**config.mk**
```make
export PLATFORM = sky130hd
export DESIGN_NAME = fifo_param
export DESIGN_NICKNAME = d
export VERILOG_FILES = /design/src/rtl/fifo_pkg.sv /design/src/rtl/fifo_next_state.sv /design/src/rtl/fifo_param.sv
export SDC_FILE = /design/constraint.sdc
export NUM_CORES = 1
export LEC_CHECK = 0
export ABC_AREA = 1
export CAP_MARGIN = 20
export CORE_UTILIZATION = 50
export CTS_CLUSTER_DIAMETER = 80
export DETAILED_ROUTE_END_ITERATION = 6
export PLACE_DENSITY = 0.78
export SYNTH_ARGS = -nofsm -noshare
export SYNTH_HDL_FRONTEND = slang
export SYNTH_SLANG_ARGS = --single-unit
```
**constraint.sdc**
```tcl
create_clock -name clk -period 10.07 [get_ports clk]
set_clock_uncertainty 0.15 [all_clocks]
set_input_delay 1.5105 -clock clk [delete_from_list [all_inputs] [get_ports clk]]
set_output_delay 1.5105 -clock clk [all_outputs]
set_load 0.01 [all_outputs]
```
**src/rtl/fifo_pkg.sv**
```systemverilog
// Shared definitions for the parameterised FIFO.
//
// Contents:
//   DATA_WIDTH_DEF / ADDR_WIDTH_DEF : default word width and address width
//   state_t                         : FSM state encoding
//   fifo_depth()                    : DEPTH derived from the address width
//
// Build option: FIFO_SIMUL_RW_EN adds the RW state, where a read and a write
// share one edge.
package fifo_pkg;

  localparam int unsigned DATA_WIDTH_DEF = 32;
  localparam int unsigned ADDR_WIDTH_DEF = 3;

  typedef enum logic [2:0] {
    INIT     = 3'b000,
    NO_OP    = 3'b001,
    WRITE    = 3'b010,
    WR_ERROR = 3'b011,
    READ     = 3'b100,
    RD_ERROR = 3'b101
`ifdef FIFO_SIMUL_RW_EN
    ,
    RW       = 3'b110
`endif
  } state_t;

  function automatic int unsigned fifo_depth(input int unsigned addr_width);
    return 32'd1 << addr_width;
  endfunction

endpackage

```
**src/rtl/fifo_next_state.sv**
```systemverilog
// Combinational next-state logic for fifo_param.
//
// Ports:
//   state      : current FSM state
//   wr_en      : write request
//   rd_en      : read request
//   data_count : stored word count, 0..DEPTH
//   next_state : state to register on the next clock edge
//   wr_err_x   : write rejected as a side effect of a combined request
//   rd_err_x   : read rejected as a side effect of a combined request
//
// Build option: FIFO_SIMUL_RW_EN resolves wr_en & rd_en into RW / WRITE /
// READ; without it a combined request is a NO_OP.
module fifo_next_state
  import fifo_pkg::*;
#(
  parameter int unsigned ADDR_WIDTH = ADDR_WIDTH_DEF
) (
  input  state_t                state,
  input  logic                  wr_en,
  input  logic                  rd_en,
  input  logic [ADDR_WIDTH:0]   data_count,
  output state_t                next_state,
  output logic                  wr_err_x,
  output logic                  rd_err_x
);

  localparam logic [ADDR_WIDTH:0] DEPTH_CNT = (ADDR_WIDTH + 1)'(fifo_depth(ADDR_WIDTH));

  logic full;
  logic empty;
  logic state_ok;

  assign full  = (data_count == DEPTH_CNT);
  assign empty = (data_count == '0);

  always_comb begin
    state_ok = 1'b0;
    case (state)
      INIT, NO_OP, WRITE, WR_ERROR, READ, RD_ERROR: state_ok = 1'b1;
`ifdef FIFO_SIMUL_RW_EN
      RW: state_ok = 1'b1;
`endif
      default: state_ok = 1'b0;
    endcase
  end

  always_comb begin
    next_state = NO_OP;
    wr_err_x   = 1'b0;
    rd_err_x   = 1'b0;
    if (!state_ok) begin
      // Unknown encodings fall back to INIT regardless of the requests.
      next_state = INIT;
    end else begin
      case ({wr_en, rd_en})
        2'b00: next_state = (state == INIT) ? INIT : NO_OP;
        2'b10: next_state = full  ? WR_ERROR : WRITE;
        2'b01: next_state = empty ? RD_ERROR : READ;
        default: begin
`ifdef FIFO_SIMUL_RW_EN
          // The side that cannot proceed reports an error while the other
          // side completes normally.
          if (empty) begin
            next_state = WRITE;
            rd_err_x   = 1'b1;
          end else if (full) begin
            next_state = READ;
            wr_err_x   = 1'b1;
          end else begin
            next_state = RW;
          end
`else
          next_state = NO_OP;
`endif
        end
      endcase
    end
  end

endmodule

```
**src/rtl/fifo_param.sv**
```systemverilog
// Parameterised synchronous FIFO with registered handshake results.
//
// Parameters:
//   DATA_WIDTH : word width in bits
//   ADDR_WIDTH : log2 of the depth (DEPTH = 2**ADDR_WIDTH)
//
// Ports:
//   clk        : clock, rising edge
//   reset_n    : asynchronous active-low reset
//   wr_en      : write request
//   rd_en      : read request
//   din        : write data
//   dout       : registered read data, holds between reads
//   data_count : stored word count, 0..DEPTH
//   full/empty : data_count == DEPTH / data_count == 0
//   wr_ack     : write accepted in the current state
//   wr_err     : write rejected in the current state
//   rd_ack     : read accepted in the current state
//   rd_err     : read rejected in the current state
//
// Build option: FIFO_SIMUL_RW_EN enables simultaneous read and write.
module fifo_param
  import fifo_pkg::*;
#(
  parameter int unsigned DATA_WIDTH = DATA_WIDTH_DEF,
  parameter int unsigned ADDR_WIDTH = ADDR_WIDTH_DEF
) (
  input  logic                  clk,
  input  logic                  reset_n,
  input  logic                  wr_en,
  input  logic                  rd_en,
  input  logic [DATA_WIDTH-1:0] din,
  output logic [DATA_WIDTH-1:0] dout,
  output logic [ADDR_WIDTH:0]   data_count,
  output logic                  full,
  output logic                  empty,
  output logic                  wr_ack,
  output logic                  wr_err,
  output logic                  rd_ack,
  output logic                  rd_err
);

  localparam int unsigned         DEPTH     = fifo_depth(ADDR_WIDTH);
  localparam logic [ADDR_WIDTH:0] DEPTH_CNT = (ADDR_WIDTH + 1)'(DEPTH);

  state_t                  state_q;
  state_t                  next_state;
  logic                    wr_err_x;
  logic                    rd_err_x;
  logic                    do_rw;
  logic                    do_wr;
  logic                    do_rd;
  logic [ADDR_WIDTH-1:0]   wr_ptr;
  logic [ADDR_WIDTH-1:0]   rd_ptr;
  logic [DATA_WIDTH-1:0]   mem [DEPTH];

  fifo_next_state #(
    .ADDR_WIDTH (ADDR_WIDTH)
  ) u_next_state (
    .state      (state_q),
    .wr_en      (wr_en),
    .rd_en      (rd_en),
    .data_count (data_count),
    .next_state (next_state),
    .wr_err_x   (wr_err_x),
    .rd_err_x   (rd_err_x)
  );

`ifdef FIFO_SIMUL_RW_EN
  assign do_rw = (next_state == RW);
`else
  assign do_rw = 1'b0;
`endif

  // Data movement happens on the edge that enters the operation state.
  assign do_wr = (next_state == WRITE) || do_rw;
  assign do_rd = (next_state == READ)  || do_rw;

  assign full  = (data_count == DEPTH_CNT);
  assign empty = (data_count == '0);

  always_ff @(posedge clk or negedge reset_n) begin
    if (!reset_n) begin
      state_q    <= INIT;
      wr_ptr     <= '0;
      rd_ptr     <= '0;
      data_count <= '0;
      dout       <= '0;
      wr_ack     <= 1'b0;
      wr_err     <= 1'b0;
      rd_ack     <= 1'b0;
      rd_err     <= 1'b0;
    end else begin
      state_q <= next_state;
      wr_ack  <= do_wr;
      rd_ack  <= do_rd;
      wr_err  <= (next_state == WR_ERROR) || wr_err_x;
      rd_err  <= (next_state == RD_ERROR) || rd_err_x;
      if (do_wr) begin
        wr_ptr <= wr_ptr + 1'b1;
      end
      if (do_rd) begin
        dout   <= mem[rd_ptr];
        rd_ptr <= rd_ptr + 1'b1;
      end
      if (do_wr && !do_rd) begin
        data_count <= data_count + 1'b1;
      end else if (do_rd && !do_wr) begin
        data_count <= data_count - 1'b1;
      end
    end
  end

  // Storage is not reset; the reset_n gate keeps an edge during reset from
  // committing a write that the reset discards.
  always_ff @(posedge clk) begin
    if (reset_n && do_wr) begin
      mem[wr_ptr] <= din;
    end
  end

endmodule

```
Word level (Yosys, flattened, before mapping)
Memory sizes are Yosys's and may differ from the RTL's. A register that Yosys moved wholly into a read port is not among the register bits.
Index checks and enable logic that the tools add are counted.
W data, S select, Z words.
{"block": "classes", "n_addsub": 4, "n_mux": 10, "eq_ne": 12, "reduce_logical": 11}
{"op": "$eq A3 B2 Y1 const B", "n": 4}
{"op": "$eq A3 B3 Y1 const B", "n": 4}
{"op": "$pmux W3 S3", "n": 1}
{"op": "$mux W4", "n": 2}
{"op": "$add A3 B1 Y3 const B", "n": 2}
{"op": "$mux W1", "n": 6}
{"op": "$reduce_or A6 Y1", "n": 1}
{"op": "$add A4 B1 Y4 const B", "n": 1}
{"op": "$eq A4 B4 Y1 const B", "n": 1}
{"op": "$logic_not A4 Y1", "n": 1}
{"op": "$sub A4 B1 Y4 const B", "n": 1}
{"op": "$eq A3 B1 Y1 const B", "n": 1}
{"op": "$logic_and A1 B1 Y1", "n": 3}
{"op": "$logic_not A1 Y1", "n": 3}
{"op": "$logic_not A3 Y1", "n": 1}
{"op": "$mux W3", "n": 1}
{"op": "$eq A2 B1 Y1 const B", "n": 1}
{"op": "$eq A2 B2 Y1 const B", "n": 1}
{"op": "$logic_not A2 Y1", "n": 1}
{"op": "$reduce_bool A2 Y1", "n": 1}
{"block": "totals", "register_bits": 17, "ram_bits": 256, "out_inout_bits": 42, "n_memories": 1, "input_bits": 36}
{"name": "mem", "words": 8, "word_bits": 32, "rd": 1, "rd_clocked_by_memory_dff": 1, "write_ports": 1, "line_no": "fifo_param.sv:55", "source": "logic [DATA_WIDTH-1:0] mem [DEPTH];"}

Longest topological paths before layout
{"block": "depth", "ltp_word": 9, "depth_mapped": 14, "mapped_depth_nobuf": 14}

Hierarchy
Synthesis repeated with hierarchy kept, for this count alone.
{"block": "hier_totals", "cells_unflattened": 1215, "hier_area_um2": 12793.5}
{"module": "fifo_param", "area_each_um2": 12685.9, "cells_per_inst": 1193, "n_inst": 1}
{"module": "fifo_next_state", "area_each_um2": 107.6, "cells_per_inst": 22, "n_inst": 1}

Worst setup path before layout
OpenSTA, ideal clock, no wires.
{"block": "synth_path", "path_type": "input to register", "startpoint": "input rd_en", "endpoint": "memory mem[0][0] (netlist name) (enable)", "path_stages": 7, "n_path_buf": 0, "required_time_ns": 9.459, "path_slack_ns": 5.054, "arrival_time_ns": 4.405, "path_cell_list": "inv_1 -> nand2_1 -> nor2_4 -> nand4_4 -> inv_1 -> nand2_1 -> nor3_1"}
{"block": "synth_between", "elab_chain_len": 7}
{"item": "start: declaration", "line_no": "fifo_param.sv:31", "source": "input logic rd_en,"}
{"item": "$eq A2 B1 Y1, or another cell as far along", "line_no": "fifo_next_state.sv:56", "source": "case ({wr_en, rd_en})"}
{"item": "$pmux W3 S3 (*)", "line_no": "fifo_next_state.sv:56"}
{"item": "$mux W3 (*)", "line_no": "fifo_next_state.sv:52", "source": "if (!state_ok) begin"}
{"item": "net next_state[1]", "line_no": "fifo_param.sv:47", "source": "state_t next_state;"}
{"item": "$eq A3 B2 Y1 (*)", "line_no": "fifo_param.sv:76", "source": "assign do_wr = (next_state == WRITE) || do_rw;"}
{"item": "net do_wr", "line_no": "fifo_param.sv:51", "source": "logic do_wr;"}
{"item": "$logic_and A1 B1 Y1 (*)", "line_no": "fifo_param.sv:117", "source": "if (reset_n && do_wr) begin"}
{"item": "$mux W1 (*)", "line_no": "fifo_param.sv:117"}
{"item": "$mux W1 (not written as such) (*)", "line_no": "fifo_param.sv:118", "source": "mem[wr_ptr] <= din;"}
{"item": "end: declaration", "line_no": "fifo_param.sv:55"}
Mark *: on every way through the listed nets, which the timed path passes. The rest lies on a longest branch.

Worst setup path in the final report
{"block": "layout_path", "startpoint": "input wr_en", "endpoint": "memory mem[1][18] (netlist name) (enable)"}
{"block": "layout_between", "elab_chain_len": 7}
{"item": "start: declaration", "line_no": "fifo_param.sv:30", "source": "input logic wr_en,"}
{"item": "$eq A2 B1 Y1, or another cell as far along", "line_no": "fifo_next_state.sv:56"}
{"item": "$pmux W3 S3 (*)", "line_no": "fifo_next_state.sv:56"}
{"item": "$mux W3 (*)", "line_no": "fifo_next_state.sv:52"}
{"item": "$eq A3 B2 Y1 (*)", "line_no": "fifo_param.sv:76"}
{"item": "$logic_and A1 B1 Y1 (*)", "line_no": "fifo_param.sv:117"}
{"item": "$mux W1 (*)", "line_no": "fifo_param.sv:117"}
{"item": "$mux W1 (not written as such) (*)", "line_no": "fifo_param.sv:118"}
Every way passes the cells marked *; elsewhere a longest branch is shown, timed or not.

==> metrics.md <==
| Metric | Value |
|---|---|
| Run status | `complete, no violations` |
| 1st-iter DRT viols | `625` |
| Crit path time final | `3.944 ns` |
| WS Path Type | `in2reg` |
| Crit Path Max Fanout | `32` |
| Maximum operating frequency | `253.5 MHz` |
| Cell with the most instances after synthesis | `sky130_fd_sc_hd__edfxtp_1` |
| I/O pin total | `78` |
| Final period utilization | `39.17%` |
| Slew at the pin with the worst max-slew slack | `1.100 ns` |
| Min setup slack post-route | `6.126 ns` |
| Area share of the largest cell type after synthesis | `62.70%` |
| Sequential cell area fraction in the yosys report | `72.70%` |
| Cells after synthesis | `991` |
| Initial Util | `51.62%` |
| R2r worst-path depth | `7` |
| Number of H-tree levels | `1` |
| Wl on met1 | `10,110 um` |
| Yosys top cell by area | `sky130_fd_sc_hd__edfxtp_1` |
| Startpoint of the tightest hold check path | `dout[2]` |
| Initial DRT Pass Iterations | `5` |
| Clock sink count | `305` |
| Count of endpoints failing setup in the final report | `0` |
| Met3 layer wire length in the routed design | `997 um` |
| DIE HEIGHT | `158.6 um` |
| Area growth from synthesis to layout | `16.26%` |
| Number of buffers between clock root and the deepest sink | `3` |
| Pwr per Cell Area | `255.2 nW/um^2` |
| Worst IR drop on VDD | `0.1772 mV` |
| All-Layer GR Usage | `18.93%` |
| Core box area | `23,750 sq um` |
| Async S/R FF share, synth | `16.07%` |
| Overall die width | `158.6 um` |
| Top routing layer used | `met4` |
| Number of buffers added by the clock tree synthesis step | `30` |
| Clock Latency Late Sink | `0.55 ns` |
| Antenna Nets Post-Route | `0` |
| Area contributors post-synth | `sky130_fd_sc_hd__edfxtp_1, sky130_fd_sc_hd__dfrtp_1, sky130_fd_sc_hd__nand2_1` |
| Internal power | `2484 uW` |
| Worst slack at placement | `5.560 ns` |
| Total of max-cap violations | `0` |
| Number of distinct library cell variants in the gate-level netlist after synthesis | `28` |
| Antenna Diode Count | `0` |
| End point of the most critical hold path | `dout[2]` |
| Number of flip-flops and latches in the synthesized netlist | `305` |
| Class of the tightest hold or removal check | `reg2reg` |
| Number of antenna violations at the first check in global routing | `0` |
| Synthesized net count | `1,032` |
| Remaining global-route overflow | `0` |
| Sequential group share of total power | `43.3%` |
| Nature of the critical path endpoint | `flip-flop` |
| Wire length of the first global-routing pass | `36,960 um` |
| Switching power of the nets | `1154 uW` |
| Reg-to-reg startpoint | `rd_ptr[0]` |
| Unrepaired setup endpoints after global routing | `no` |
| Setup TNS | `0 ns` |
| Startpoint class of the critical path | `primary input` |
| Vias in the first global route | `7,177` |
| Reg2reg end | `dout[3]` |
| Arr. time, crit path | `3.95 ns` |
| Routed length on met2 | `11,240 um` |
| Post-synth top flop | `sky130_fd_sc_hd__edfxtp_1` |
| Average vias per placed instance | `5.209` |
| Slew margin rel. | `26.52%` |
| Synthesized area | `12,260 sq um` |
| Clock tree from TritonCTS | `yes` |
| DR vias | `7,292` |
| Post-synth EDFFs | `256` |
| DRC | `0` |
| Buffer cell driving the clock tree root | `sky130_fd_sc_hd__clkbuf_16` |
| Global placement routability congestion | `0.7652` |
| Cts hold-fix bufs | `0` |
| Cell leakage power | `0.005417 uW` |
| Required @ worst endpoint | `10.08 ns` |
| Wire per inst | `16.22 um` |
| Net switching fraction of the power | `31.72%` |
| Area enclosed by the die boundary | `25,150 sq um` |
| Cts repair resizes | `0` |
| Yosys Warn Count | `0` |
| Site Rows | `56` |
| Clock Pin Slew Worst Setup and Hold Paths | `0.06 ns` |
| Final Max Tran Viols | `0` |
| Final Hold Vio Count | `0` |
| Proportion of layout cells with a drive suffix above 1 | `6.475%` |
| Avg Inst Size Synth | `12.37 sq um` |
| Wire length reported by the detailed router | `22,700 um` |
| Proportion of power drawn by combinational gates | `28.1%` |
| Number of fill cells | `1,753` |
| Final nets | `1,098` |
| HPWL after DPL | `13,090 um` |
| Worst setup slack for register-to-register paths | `6.69 ns` |
| Maximum number of pins on one net before global-route repair | `118` |
| Number of buffers inserted by port buffering | `77` |
| Proportion of power drawn by the clock network | `28.6%` |
| Top cell types by occurrence after synthesis | `sky130_fd_sc_hd__edfxtp_1, sky130_fd_sc_hd__nand2_1, sky130_fd_sc_hd__inv_1` |
| # Post-CTS Setup Buffers | `0` |
| Min-Delay Path Depth | `2` |
## cell type report
type                    count  area, sq um  area share [%]
clock buffers              42        837.1           5.873
clock inverters            14        83.83          0.5881
inverters                 144        540.5           3.792
multi-input cells         486         2569           18.02
flip-flops and latches    305         8921           62.59
well taps                 319        399.1           2.800
repair buffers             90        903.4           6.338
## metal layers
metal | up-vias | GRT usage (%)
met3 | 31 | 2.776
met2 | 152 | 32.08
li1 | 3576 | -
met5 | - | 0
met1 | 3533 | 25.80
met4 | 0 | 4.625
## state kept, by name, indices dropped and copies added, names as in the netlist
register    count
wr_ack          1
rd_err          1
state_q         3
rd_ack          1
mem           256
wr_err          1
wr_ptr          3
data_count      4
rd_ptr          3
dout           32
## how the worst max path moves through the flow
stage / from / endpoint / slack, ns / cells after the start
after floorplan: rd_en / mem[0][0] / 5.05 / 7
after global placement: wr_en / mem[1][18] / 5.68 / 7
after detailed placement: wr_en / mem[1][18] / 5.56 / 7
after CTS: wr_en / mem[1][17] / 6.12 / 7
after global routing: wr_en / mem[1][18] / 5.99 / 7
final: wr_en / mem[1][18] / 6.13 / 7
## through the flow
step                      cells  power (uW)  hold WS [ns]  util (%)  instance area [sq um]
after floorplan             991        2280        0.3660         -                  12260
after global placement     1342        2579        0.3164     55.90                  13280
after detailed placement   1342        2616        0.3216     55.90                  13280
after CTS                  1398        3654        0.3359     59.78                  14200
after global routing       1400        3857        0.3540     60.01                  14250
final                      1400        3638        0.3312     60.01                  14250
## power by group through the flow
stage | combinational, uW | sequential [uW] | clock (uW)
2_1_floorplan | 692 | 1590 | 0
3_3_place_gp | 981 | 1600 | 0
3_5_place_dp | 1020 | 1600 | 0
4_1_cts | 1020 | 1580 | 1060
5_1_grt | 1160 | 1590 | 1110
6_report | 1020 | 1580 | 1040
## worst max-delay path: stages
cell and delay [ns]:
sky130_fd_sc_hd__clkdlybuf4s50_1 0.54, sky130_fd_sc_hd__nand2_1 0.16, sky130_fd_sc_hd__nand3_2 0.17, sky130_fd_sc_hd__nand3_1 0.08, sky130_fd_sc_hd__inv_1 0.13, sky130_fd_sc_hd__nand4_1 0.35, sky130_fd_sc_hd__nor2_4 0.97
## layout by cell type, fill, tap and decap left out, types with 4 or more instances in the layout
master	instances
sky130_fd_sc_hd__edfxtp_1	256
sky130_fd_sc_hd__xor2_1	4
sky130_fd_sc_hd__o21ai_1	11
sky130_fd_sc_hd__o211ai_1	64
sky130_fd_sc_hd__nor3_1	4
sky130_fd_sc_hd__clkbuf_1	9
sky130_fd_sc_hd__nand2_1	149
sky130_fd_sc_hd__dfrtp_1	47
sky130_fd_sc_hd__a21oi_1	65
sky130_fd_sc_hd__inv_1	144
sky130_fd_sc_hd__clkdlybuf4s50_1	76
sky130_fd_sc_hd__clkinv_2	4
sky130_fd_sc_hd__buf_4	11
sky130_fd_sc_hd__clkinv_1	9
sky130_fd_sc_hd__ha_1	4
sky130_fd_sc_hd__nor2_1	9
sky130_fd_sc_hd__clkbuf_16	31
sky130_fd_sc_hd__o21ai_0	87
sky130_fd_sc_hd__nor2_4	6
sky130_fd_sc_hd__nand3_1	67
## logic make-up (layout without fill, tap and decap cells)
group / Yosys count / in the layout / share of synthesized area (%)
adder cells (fa/ha/maj): 5 / 5 / 0.5715
buffers and inverters: 200 / 290 / 6.848
XOR/XNOR: 6 / 6 / 0.4286
flip-flops: 305 / 305 / 72.70
AO/OA/AOI/OAI: 228 / 228 / 10.62
AND/OR/NAND/NOR: 247 / 247 / 8.827
Note: power is estimated with default switching activity, not from simulation.
